===== src/rtl/mips31_pkg.sv =====
// mips31_pkg
//   Shared constants for the MIPS-subset decode stage:
//     - width of the one-hot instruction_type vector
//     - opcode (code[31:26]) and funct (code[5:0]) values
//     - bit index of each instruction in the instruction_type vector
//     - decode-stage occupancy state type
//     - helper that builds a one-hot type vector from a bit index
package mips31_pkg;

    localparam int TYPE_W = 32;

    // Opcodes, code[31:26]
    localparam logic [5:0] OP_SPECIAL = 6'h00;
    localparam logic [5:0] OP_J       = 6'h02;
    localparam logic [5:0] OP_JAL     = 6'h03;
    localparam logic [5:0] OP_BEQ     = 6'h04;
    localparam logic [5:0] OP_BNE     = 6'h05;
    localparam logic [5:0] OP_ADDI    = 6'h08;
    localparam logic [5:0] OP_ADDIU   = 6'h09;
    localparam logic [5:0] OP_SLTI    = 6'h0A;
    localparam logic [5:0] OP_SLTIU   = 6'h0B;
    localparam logic [5:0] OP_ANDI    = 6'h0C;
    localparam logic [5:0] OP_ORI     = 6'h0D;
    localparam logic [5:0] OP_XORI    = 6'h0E;
    localparam logic [5:0] OP_LUI     = 6'h0F;
    localparam logic [5:0] OP_LW      = 6'h23;
    localparam logic [5:0] OP_SW      = 6'h2B;

    // Funct values for OP_SPECIAL, code[5:0]
    localparam logic [5:0] FN_SLL  = 6'h00;
    localparam logic [5:0] FN_SRL  = 6'h02;
    localparam logic [5:0] FN_SRA  = 6'h03;
    localparam logic [5:0] FN_SLLV = 6'h04;
    localparam logic [5:0] FN_SRLV = 6'h06;
    localparam logic [5:0] FN_SRAV = 6'h07;
    localparam logic [5:0] FN_JR   = 6'h08;
    localparam logic [5:0] FN_ADD  = 6'h20;
    localparam logic [5:0] FN_ADDU = 6'h21;
    localparam logic [5:0] FN_SUB  = 6'h22;
    localparam logic [5:0] FN_SUBU = 6'h23;
    localparam logic [5:0] FN_AND  = 6'h24;
    localparam logic [5:0] FN_OR   = 6'h25;
    localparam logic [5:0] FN_XOR  = 6'h26;
    localparam logic [5:0] FN_NOR  = 6'h27;
    localparam logic [5:0] FN_SLT  = 6'h2A;
    localparam logic [5:0] FN_SLTU = 6'h2B;

    // Bit positions inside instruction_type; bit 31 is never set
    localparam int T_ADD   = 0;
    localparam int T_ADDU  = 1;
    localparam int T_SUB   = 2;
    localparam int T_SUBU  = 3;
    localparam int T_AND   = 4;
    localparam int T_OR    = 5;
    localparam int T_XOR   = 6;
    localparam int T_NOR   = 7;
    localparam int T_SLT   = 8;
    localparam int T_SLTU  = 9;
    localparam int T_SLL   = 10;
    localparam int T_SRL   = 11;
    localparam int T_SRA   = 12;
    localparam int T_SLLV  = 13;
    localparam int T_SRLV  = 14;
    localparam int T_SRAV  = 15;
    localparam int T_JR    = 16;
    localparam int T_ADDI  = 17;
    localparam int T_ADDIU = 18;
    localparam int T_ANDI  = 19;
    localparam int T_ORI   = 20;
    localparam int T_XORI  = 21;
    localparam int T_LUI   = 22;
    localparam int T_LW    = 23;
    localparam int T_SW    = 24;
    localparam int T_BEQ   = 25;
    localparam int T_BNE   = 26;
    localparam int T_SLTI  = 27;
    localparam int T_SLTIU = 28;
    localparam int T_J     = 29;
    localparam int T_JAL   = 30;

    // Number of words held by the decode stage
    typedef enum logic [1:0] {
        ST_EMPTY = 2'd0,
        ST_ONE   = 2'd1,
        ST_FULL  = 2'd2
    } occ_state_e;

    function automatic logic [TYPE_W-1:0] type_bit(input int idx);
        logic [TYPE_W-1:0] v;
        v      = '0;
        v[idx] = 1'b1;
        return v;
    endfunction

endpackage


===== src/rtl/mips31_type_decoder.sv =====
// mips31_type_decoder
//   Purely combinational decode of one instruction word into a one-hot
//   instruction_type vector. Only opcode (code[31:26]) and funct
//   (code[5:0]) are inspected; everything else is ignored.
// Ports:
//   i_code    [31:0]      raw instruction word
//   o_type    [TYPE_W-1:0] one-hot type, all zero for an unsupported word
//   o_illegal             1 when the word matches no supported instruction
module mips31_type_decoder
    import mips31_pkg::*;
(
    input  logic [31:0]       i_code,
    output logic [TYPE_W-1:0] o_type,
    output logic              o_illegal
);

    logic [5:0] w_op;
    logic [5:0] w_fn;

    assign w_op = i_code[31:26];
    assign w_fn = i_code[5:0];

    always_comb begin
        o_type = '0;
        case (w_op)
            OP_SPECIAL: begin
                case (w_fn)
                    FN_ADD:  o_type = type_bit(T_ADD);
                    FN_ADDU: o_type = type_bit(T_ADDU);
                    FN_SUB:  o_type = type_bit(T_SUB);
                    FN_SUBU: o_type = type_bit(T_SUBU);
                    FN_AND:  o_type = type_bit(T_AND);
                    FN_OR:   o_type = type_bit(T_OR);
                    FN_XOR:  o_type = type_bit(T_XOR);
                    FN_NOR:  o_type = type_bit(T_NOR);
                    FN_SLT:  o_type = type_bit(T_SLT);
                    FN_SLTU: o_type = type_bit(T_SLTU);
                    FN_SLL:  o_type = type_bit(T_SLL);
                    FN_SRL:  o_type = type_bit(T_SRL);
                    FN_SRA:  o_type = type_bit(T_SRA);
                    FN_SLLV: o_type = type_bit(T_SLLV);
                    FN_SRLV: o_type = type_bit(T_SRLV);
                    FN_SRAV: o_type = type_bit(T_SRAV);
                    FN_JR:   o_type = type_bit(T_JR);
                    default: o_type = '0;
                endcase
            end
            OP_ADDI:  o_type = type_bit(T_ADDI);
            OP_ADDIU: o_type = type_bit(T_ADDIU);
            OP_ANDI:  o_type = type_bit(T_ANDI);
            OP_ORI:   o_type = type_bit(T_ORI);
            OP_XORI:  o_type = type_bit(T_XORI);
            OP_LUI:   o_type = type_bit(T_LUI);
            OP_LW:    o_type = type_bit(T_LW);
            OP_SW:    o_type = type_bit(T_SW);
            OP_BEQ:   o_type = type_bit(T_BEQ);
            OP_BNE:   o_type = type_bit(T_BNE);
            OP_SLTI:  o_type = type_bit(T_SLTI);
            OP_SLTIU: o_type = type_bit(T_SLTIU);
            OP_J:     o_type = type_bit(T_J);
            OP_JAL:   o_type = type_bit(T_JAL);
            default:  o_type = '0;
        endcase
    end

    // Every supported word sets exactly one bit, so "no bit" means illegal.
    assign o_illegal = (o_type == '0);

endmodule


===== src/rtl/instruction_decode_stage.sv =====
// instruction_decode_stage
//   Registered decode stage between instruction memory and the
//   micro-operation producer. Words are decoded on entry, so the type is
//   registered together with the code (1-cycle latency). A 2-entry skid
//   buffer (main + skid) lets in_ready be a registered signal.
// Ports:
//   clk, rst          clock, synchronous active-high reset
//   in_valid/in_code  upstream word and its valid
//   in_ready          registered: stage can accept a word this cycle
//   flush             drop every held and incoming word this cycle
//   out_ready         downstream consumes the output this cycle
//   out_valid         instruction_code/instruction_type/illegal are valid
//   instruction_code  held word
//   instruction_type  one-hot decode of the held word
//   illegal           held word is unsupported
//   decoded_cnt       words delivered downstream (wraps)
//   illegal_cnt       illegal words delivered downstream (wraps)
module instruction_decode_stage #(
    parameter int TYPE_W = mips31_pkg::TYPE_W,
    parameter int CNT_W  = 16
) (
    input  logic              clk,
    input  logic              rst,
    input  logic              in_valid,
    input  logic [31:0]       in_code,
    output logic              in_ready,
    input  logic              flush,
    input  logic              out_ready,
    output logic              out_valid,
    output logic [31:0]       instruction_code,
    output logic [TYPE_W-1:0] instruction_type,
    output logic              illegal,
    output logic [CNT_W-1:0]  decoded_cnt,
    output logic [CNT_W-1:0]  illegal_cnt
);
    import mips31_pkg::*;

    localparam logic [CNT_W-1:0] CNT_ONE = {{(CNT_W-1){1'b0}}, 1'b1};

    occ_state_e r_state;
    occ_state_e w_state_nxt;
    logic       r_out_valid;
    logic       r_in_ready;

    logic [31:0]       r_code_p1;
    logic [TYPE_W-1:0] r_type_p1;
    logic              r_illegal_p1;
    logic [31:0]       r_skid_code_p1;
    logic [TYPE_W-1:0] r_skid_type_p1;
    logic              r_skid_illegal_p1;

    logic [CNT_W-1:0]  r_decoded_cnt;
    logic [CNT_W-1:0]  r_illegal_cnt;

    logic [TYPE_W-1:0] w_dec_type_p0;
    logic              w_dec_illegal_p0;
    logic              w_accept;
    logic              w_deliver;
    logic              w_load_main;
    logic              w_main_from_skid;
    logic              w_load_skid;
    logic              w_clear;

    // ---- stage p0: combinational decode of the incoming word ----
    mips31_type_decoder u_decoder (
        .i_code    (in_code),
        .o_type    (w_dec_type_p0),
        .o_illegal (w_dec_illegal_p0)
    );

    assign w_accept  = in_valid & r_in_ready;
    assign w_deliver = r_out_valid & out_ready;

    // Occupancy FSM. Accept can only happen while in_ready=1, which the
    // FULL state never has, so FULL only reacts to a deliver.
    always_comb begin
        w_state_nxt      = r_state;
        w_load_main      = 1'b0;
        w_main_from_skid = 1'b0;
        w_load_skid      = 1'b0;
        w_clear          = 1'b0;
        if (flush) begin
            w_state_nxt = ST_EMPTY;
            w_clear     = 1'b1;
        end else begin
            case (r_state)
                ST_EMPTY: begin
                    if (w_accept) begin
                        w_load_main = 1'b1;
                        w_state_nxt = ST_ONE;
                    end
                end
                ST_ONE: begin
                    if (w_deliver && w_accept) begin
                        w_load_main = 1'b1;
                    end else if (w_deliver) begin
                        w_state_nxt = ST_EMPTY;
                    end else if (w_accept) begin
                        w_load_skid = 1'b1;
                        w_state_nxt = ST_FULL;
                    end
                end
                ST_FULL: begin
                    if (w_deliver) begin
                        w_main_from_skid = 1'b1;
                        w_state_nxt      = ST_ONE;
                    end
                end
                default: w_state_nxt = ST_EMPTY;
            endcase
        end
    end

    // out_valid and in_ready are registered copies of the next occupancy.
    always_ff @(posedge clk) begin
        if (rst) begin
            r_state     <= ST_EMPTY;
            r_out_valid <= 1'b0;
            r_in_ready  <= 1'b1;
        end else begin
            r_state     <= w_state_nxt;
            r_out_valid <= (w_state_nxt != ST_EMPTY);
            r_in_ready  <= (w_state_nxt != ST_FULL);
        end
    end

    // ---- stage p1: main (output) and skid registers ----
    always_ff @(posedge clk) begin
        if (rst) begin
            r_code_p1         <= '0;
            r_type_p1         <= '0;
            r_illegal_p1      <= 1'b0;
            r_skid_code_p1    <= '0;
            r_skid_type_p1    <= '0;
            r_skid_illegal_p1 <= 1'b0;
        end else begin
            if (w_clear) begin
                r_code_p1    <= '0;
                r_type_p1    <= '0;
                r_illegal_p1 <= 1'b0;
            end else if (w_load_main) begin
                r_code_p1    <= in_code;
                r_type_p1    <= w_dec_type_p0;
                r_illegal_p1 <= w_dec_illegal_p0;
            end else if (w_main_from_skid) begin
                r_code_p1    <= r_skid_code_p1;
                r_type_p1    <= r_skid_type_p1;
                r_illegal_p1 <= r_skid_illegal_p1;
            end
            if (w_load_skid) begin
                r_skid_code_p1    <= in_code;
                r_skid_type_p1    <= w_dec_type_p0;
                r_skid_illegal_p1 <= w_dec_illegal_p0;
            end
        end
    end

    // A deliver in a flush cycle was really consumed downstream, so it counts.
    always_ff @(posedge clk) begin
        if (rst) begin
            r_decoded_cnt <= '0;
            r_illegal_cnt <= '0;
        end else if (w_deliver) begin
            r_decoded_cnt <= r_decoded_cnt + CNT_ONE;
            if (r_illegal_p1) begin
                r_illegal_cnt <= r_illegal_cnt + CNT_ONE;
            end
        end
    end

    assign in_ready         = r_in_ready;
    assign out_valid        = r_out_valid;
    assign instruction_code = r_code_p1;
    assign instruction_type = r_type_p1;
    assign illegal          = r_illegal_p1;
    assign decoded_cnt      = r_decoded_cnt;
    assign illegal_cnt      = r_illegal_cnt;

endmodule


===== config.mk =====
export PLATFORM = sky130hd
export DESIGN_NAME = instruction_decode_stage
export DESIGN_NICKNAME = d
export VERILOG_FILES = /design/src/rtl/mips31_pkg.sv /design/src/rtl/mips31_type_decoder.sv /design/src/rtl/instruction_decode_stage.sv
export SDC_FILE = /design/constraint.sdc
export NUM_CORES = 1
export LEC_CHECK = 0
export ABC_AREA = 1
export CORE_MARGIN = 2
export CORE_UTILIZATION = 25
export DETAILED_ROUTE_END_ITERATION = 16
export PLACE_DENSITY_LB_ADDON = 0.1
export SYNTH_ARGS = -nofsm -noshare
export SYNTH_HDL_FRONTEND = slang
export SYNTH_SLANG_ARGS = --single-unit

===== constraint.sdc =====
create_clock -name clk -period 1.4 [get_ports clk]
set_input_delay 0.42 -clock clk [delete_from_list [all_inputs] [get_ports clk]]
set_output_delay 0.42 -clock clk [all_outputs]
set_load 0.01 [all_outputs]

After elaboration in Yosys (flattened, before gate mapping)
Memory sizes are Yosys's and may differ from the RTL's.
Index checks and enable logic that the tools add are counted.

word-level totals
  output and inout port bits = 99
  bits in read-only memories = 1,088
  bits of input ports = 37
  memories kept = 1
  flip-flop bits (word level) = 166
  word-level logic and storage cells = 67

operators by class
  bitwise operators = 2
  $add $sub $neg = 2
  equality and inequality tests = 17
  reductions and logical operators = 8
  multiplexer cells = 26

memory list
  name              words  width  read ports  clocked after memory_dff  wr ports  line                       RTL
  (name not given)  64     17     1           0                         0         mips31_type_decoder.sv:27  case (w_fn)

operator list
  operator                 count
  $pmux W32 S15            1
  $mux W32                 4
  $eq A6 B4 Y1 const B     8
  $add A16 B1 Y16 const B  2
  $logic_not A32 Y1        1
  $mux W1                  13
  $eq A6 B2 Y1 const B     2
  $eq A6 B3 Y1 const B     2
  $eq A6 B6 Y1 const B     2
  $mux W2                  6
  $logic_not A6 Y1         1
  $pmux W2 S3              1
  $reduce_bool A2 Y1       2
  $and A1 B1 Y1            2
  $eq A2 B1 Y1 const B     1
  $eq A2 B2 Y1 const B     1
  $logic_not A2 Y1         1
  $ne A2 B2 Y1 const B     1
  $pmux W1 S2              1
  $reduce_and A2 Y1        1
  $reduce_or A2 Y1         1
  $logic_and A1 B1 Y1      1

Logic depth before layout (Yosys ltp)
  depth after elaboration = 7
  depth in mapped cells = 10
  mapped depth without buffers = 10

Hierarchy
Synthesis repeated with hierarchy kept, for this count alone.

second synthesis, totals
  cells, all modules = 1,231
  area total of the unflattened synthesis = 7,776.2 um2

by module, submodules not included
  module                    sequential area each (um2)  instances  cells each  area each (um2)
  instruction_decode_stage  3,323.2                     1          1,100       7,154.4
  mips31_type_decoder       0.0                         1          131         621.8

Worst setup path after synthesis
OpenSTA, ideal clock, no wires.

  kind = flip-flop to flip-flop
  from = register r_decoded_cnt[0], in the netlist decoded_cnt[0]
  to = register r_decoded_cnt[14], in the netlist decoded_cnt[14]
  path buffers = 0
  arrival = 1.368 ns
  data required time = 1.272 ns
  stages on the path, launching flop included = 10
  setup slack = -0.095 ns
  library setup time = 0.128 ns
  period minus slack after synthesis = 1.495 ns
  cells stage by stage = dfxtp_1 -> ha_1 -> nand3_1 -> nor2_1 -> nand3_1 -> nor2_1 -> inv_1 -> nor3_2 -> xnor2_1 -> nor2_1

on the way
  word-level cells in the longest chain between the ends = 1

RTL lines
  item                    line                             RTL
  from (decl)             instruction_decode_stage.sv:52   logic [CNT_W-1:0] r_decoded_cnt;
  from (signal assigned)  instruction_decode_stage.sv:164  r_decoded_cnt <= r_decoded_cnt + CNT_ONE;
  $add A16 B1 Y16         instruction_decode_stage.sv:164

No other way between the ends.
A chain may end at the register's enable or synchronous reset.

Worst setup path in the final report
  from = register r_out_valid, in the netlist out_valid
  to = register r_code_p1[1], in the netlist instruction_code[1]

on the way
  word-level cells in the longest chain between the ends = 6
  elaborated cells between the ends (all ways) = 10
  those cells by class = 7 x mux; 1 x bitwise; 2 x reduce/logical

RTL lines
  item                                            line                             RTL
  from (decl)                                     instruction_decode_stage.sv:42   logic r_out_valid;
  from (signal assigned)                          instruction_decode_stage.sv:122  r_out_valid <= (w_state_nxt != ST_EMPTY);
  $and A1 B1 Y1 *                                 instruction_decode_stage.sv:72   assign w_deliver = r_out_valid & out_ready;
  $logic_and A1 B1 Y1                             instruction_decode_stage.sv:94   if (w_deliver && w_accept) begin
  $mux W1                                         instruction_decode_stage.sv:94
  $pmux W1 S2                                     instruction_decode_stage.sv:86   case (r_state)
  $mux W1                                         instruction_decode_stage.sv:82   if (flush) begin
  $mux W32 or $reduce_bool A2 Y1 (tied branches)  n/a
  to (signal assigned)                            instruction_decode_stage.sv:142  r_code_p1 <= in_code;
  to (signal assigned)                            instruction_decode_stage.sv:146  r_code_p1 <= r_skid_code_p1;
  to (decl)                                       instruction_decode_stage.sv:45   logic [31:0] r_code_p1;

Mark *: on every way between the ends. The rest lies on a longest branch, timed or not.

==> impl_metrics.prom <==
# TYPE chip_impl_metric gauge
chip_impl_info{name="status",value="complete, but fails checks"} 1
chip_impl_info{name="violations",value="setup timing"} 1
chip_impl_metric{name="comb_power_share",unit="%"} 11.1
chip_impl_metric{name="path_clk_slew",unit="ns"} 0.07
chip_impl_metric{name="die_width",unit="um"} 169
chip_impl_metric{name="critical_path_buf_inv_count",unit=""} 4
chip_impl_metric{name="die_y",unit="um"} 169
chip_impl_info{name="synthDominantAreaCellType",value="dfxtp_1"} 1
chip_impl_info{name="cp_slowest_cell",value="dfxtp_2"} 1
chip_impl_info{name="clock_tree_from_tritoncts",value="built"} 1
chip_impl_info{name="yosys_most_used_dff",value="dfxtp_1"} 1
chip_impl_metric{name="wl_per_cell",unit="um"} 16.4
chip_impl_metric{name="drt_pass1_iterations",unit=""} 4
chip_impl_metric{name="h_tree_depth",unit=""} 4
chip_impl_metric{name="synth-edff-count",unit=""} 0
chip_impl_metric{name="ctsHoldBuffers",unit=""} 0
chip_impl_metric{name="powerDensity",unit="nW/um^2"} 939
chip_impl_info{name="path_class",value="flop to flop"} 1
chip_impl_metric{name="postLayoutSetupSlackWorst",unit="ns"} -0.0892
chip_impl_metric{name="timing.critical_path.fanout_max",unit=""} 8
chip_impl_metric{name="net_switching_fraction_of_the_power",unit="%"} 25.2
chip_impl_metric{name="total_power",unit="mW"} 10.9
chip_impl_info{name="path_delay_family",value="buffers and inverters"} 1
chip_impl_metric{name="synth_warnings",unit=""} 0
chip_impl_metric{name="worst_ir_drop_vdd",unit="V"} 0.000517
chip_impl_metric{name="p_int",unit="mW"} 8.18
chip_impl_metric{name="cts_buffers",unit=""} 17
chip_impl_info{name="synthTopCellsByArea",value="dfxtp_1 (48%), nor2_1 (8.9%), nand2_1 (7.2%)"} 1
chip_impl_metric{name="place.detailed.instances",unit=""} 1462
chip_impl_metric{name="drtIter0Drc",unit=""} 356
chip_impl_metric{name="final_max_slew_viol_count",unit=""} 0
chip_impl_metric{name="synth_fp_nets",unit=""} 936
chip_impl_metric{name="timing.fmax",unit="MHz"} 671
chip_impl_metric{name="worst_ep_required_time",unit="ns"} 1.71
chip_impl_metric{name="place.gp.congestion",unit=""} 0.833
chip_impl_metric{name="finalCoreUtilization",unit="%"} 43.2
chip_impl_metric{name="rows",unit=""} 60
chip_impl_metric{name="post_synth_instance_area",unit="um^2"} 6840
chip_impl_metric{name="max_cap_viol_count",unit=""} 0
chip_impl_metric{name="power_leakage",unit="nW"} 4.89
chip_impl_metric{name="worst_skew_pair.late_latency",unit="ns"} 0.43
chip_impl_metric{name="fillerInstances",unit=""} 2681
chip_impl_metric{name="core_region_area",unit="um^2"} 27000
chip_impl_metric{name="grt_antenna_before_repair",unit=""} 0
chip_impl_metric{name="grt_pass1_wl",unit="um"} 37900
chip_impl_metric{name="grt_overflow_total",unit=""} 0
chip_impl_metric{name="gr-usage-all-layers",unit="%"} 16.7
chip_impl_metric{name="final-setup-viol-count",unit=""} 52
chip_impl_metric{name="post_dp_hpwl",unit="um"} 15900
chip_impl_info{name="cts-root-buf",value="clkbuf_16"} 1
chip_impl_metric{name="floorplan.initialDensity",unit="%"} 25.4
chip_impl_metric{name="final.setup_skew",unit="ns"} 0.00945
chip_impl_info{name="synthTopCellsByCount",value="dfxtp_1 (164), nor2_1 (162), nand2_1 (132), a21oi_1 (96), o21ai_0 (73)"} 1
chip_impl_metric{name="grt_max_degree",unit=""} 35
chip_impl_metric{name="areaGrowthSynthToFinish",unit="%"} 70.1
chip_impl_metric{name="num_vias",unit=""} 7176
chip_impl_metric{name="cpPeakStageDelay",unit="ns"} 0.34
chip_impl_metric{name="hold_viol_final",unit=""} 0
chip_impl_metric{name="cts_buffer_depth",unit=""} 2
chip_impl_info{name="worstPathCellList",value="nand2_4, inv_6, nand3_4, inv_8, buf_6, clkbuf_16, a221oi_2, nor2_1"} 1
chip_impl_metric{name="synth_unique_cells",unit=""} 42
chip_impl_metric{name="yosysSeqAreaShare",unit="%"} 48.0
chip_impl_metric{name="syn-instance-count",unit=""} 897
chip_impl_metric{name="clkPwrFrac",unit="%"} 44.8
chip_impl_info{name="min_path_type",value="input pin to flop"} 1
chip_impl_metric{name="finalWirelength",unit="um"} 25300
chip_impl_metric{name="ys_ff_latch",unit=""} 164
chip_impl_metric{name="synth.avg_cell_area",unit="um^2"} 7.63
chip_impl_metric{name="period_share",unit="%"} 106
chip_impl_metric{name="port-buffer-count",unit=""} 134
chip_impl_metric{name="route.detailed.drc",unit=""} 0
chip_impl_metric{name="route.antenna.remaining_nets",unit=""} 0
chip_impl_metric{name="worst-endpoint-arrival",unit="ns"} 1.80
chip_impl_metric{name="post_route_cells_drive_above_1_share",unit="%"} 51.5
chip_impl_metric{name="netlist.area_leader.share",unit="%"} 48.0
chip_impl_metric{name="cts.sinks",unit=""} 164
chip_impl_metric{name="die_outline_area",unit="um^2"} 28700
chip_impl_metric{name="p_sw",unit="mW"} 2.75
chip_impl_metric{name="seq_power_share",unit="%"} 44.1
chip_impl_metric{name="pre_cts_slack",unit="ns"} -0.800
chip_impl_metric{name="fin_nets",unit=""} 1232
chip_impl_metric{name="i_o_pin_total",unit=""} 136
chip_impl_metric{name="finalCriticalPeriod",unit="ns"} 1.49
chip_impl_info{name="unrepaired_setup_endpoints_after_global_routing",value="true"} 1
chip_impl_metric{name="first_global_vias",unit=""} 6947
chip_impl_metric{name="antenna_diode_instance_count",unit=""} 0
chip_impl_info{name="setup.worst_path.end_class",value="flop"} 1
chip_impl_metric{name="ys_async_sr_fraction",unit="%"} 0
chip_impl_metric{name="avgViaCountPerCell",unit=""} 4.64
chip_impl_info{name="synth.most_common_cell",value="dfxtp_1"} 1
chip_impl_info{name="cp-start-kind",value="flop"} 1
chip_impl_metric{name="final_cell_count_no_fill",unit=""} 1547
-- state kept, by name, summed over array words and instances (netlist names) --
| register | count |
|---|---|
| illegal_cnt | 16 |
| r_state | 2 |
| instruction_code | 32 |
| decoded_cnt | 16 |
| instruction_type | 31 |
| illegal | 1 |
| r_skid_type_p1 | 31 |
| r_skid_code_p1 | 32 |
| r_skid_illegal_p1 | 1 |
| in_ready | 1 |
| out_valid | 1 |
-- power groups by stage --
stage	sequential (mW)	combinational [mW]	clock, mW
global route	4.84	1.31	5.22
floorplan	4.94	0.439	0
global placement	4.92	1.03	0
finish	4.83	1.21	4.90
detailed placement	4.92	1.03	0
CTS	4.81	1.04	5.04
-- logic make-up (layout without fill, tap and decap cells) --
group           Yosys count  after routing  share of synthesized area (%)
compound gates          238            238                           20.2
xor+xnor                  6              6                          0.768
fa+ha+maj                 2              2                          0.366
buf+inv                 109            418                           6.75
flops                   164            164                           48.0
other cells               1              1                         0.0548
simple gates            377            377                           23.9
-- routing by layer --
metal / vias to the layer above / wire [um] / global-route usage (%) / share of wire (%)
met3: 22 / 834 / 2.66 / 3.3
met1: 3389 / 12300 / 23.0 / 48
met5: - / 0 / 0 / 0
li1: 3635 / - / - / -
met2: 130 / 11900 / 27.2 / 47
met4: 0 / 283 / 4.38 / 1.1
-- path summary, 6_finish.rpt --
| kind | slack [ns] | start | endpoint | cells past startpoint |
|---|---|---|---|---|
| worst min register to register | 0.46 | instruction_code[12] | instruction_code[12] | 2 |
| worst max-delay path | -0.09 | out_valid | instruction_code[1] | 8 |
| worst min-delay path | 0.38 | in_code[3] | r_skid_code_p1[3] | 4 |
| worst max register to register | -0.09 | out_valid | instruction_code[1] | 8 |
-- through the flow --
step           TNS [ns]  hold WS [ns]  cell area [um^2]
2_1_floorplan     -1.28         0.430              6990
3_3_place_gp     -93.68         0.442              9790
3_5_place_dp     -96.14         0.443              9790
4_1_cts          -0.983         0.414             10600
5_1_grt           -9.28         0.381             11600
6_report          -2.29         0.383             11600
-- cells in the final DEF, fill, tap and decap left out, types with 17 or more instances in the layout --
master	instances
nor2_2	18
nand2_1	95
o21ai_2	17
a21oi_2	38
buf_4	136
buf_6	38
clkdlybuf4s50_1	21
o21ai_1	46
clkbuf_16	24
nand2_2	26
inv_2	18
a21oi_1	58
dfxtp_1	97
dfxtp_2	63
buf_12	19
inv_1	34
nor2_1	139
buf_2	89
-- area by class of cell --
cell class	count	area (um^2)	share of cell area, %
clock buffer	21	450	3.87
clock inverter	11	149	1.28
inverter	57	260	2.24
multi-input combinational	624	4080	35.0
sequential	164	3380	29.0
tap	341	427	3.67
timing repair buffer	328	2890	24.8
timing repair inverter	1	16.3	0.140
-- repair_timing --
item,in CTS,in global routing
buffers inserted,32,14
cloned,3,10
pin swaps,32,74
resized for setup,552,282
endpoints found under the setup margin,248,152
-- worst register-to-register path, stage by stage (launching register included) --
cell       delay [ns]
dfxtp_2          0.34
nand2_4          0.14
inv_6            0.07
nand3_4          0.16
inv_8            0.08
buf_6            0.14
clkbuf_16        0.17
a221oi_2         0.24
nor2_1           0.06
No activity file was read; power rests on OpenSTA's default activity.
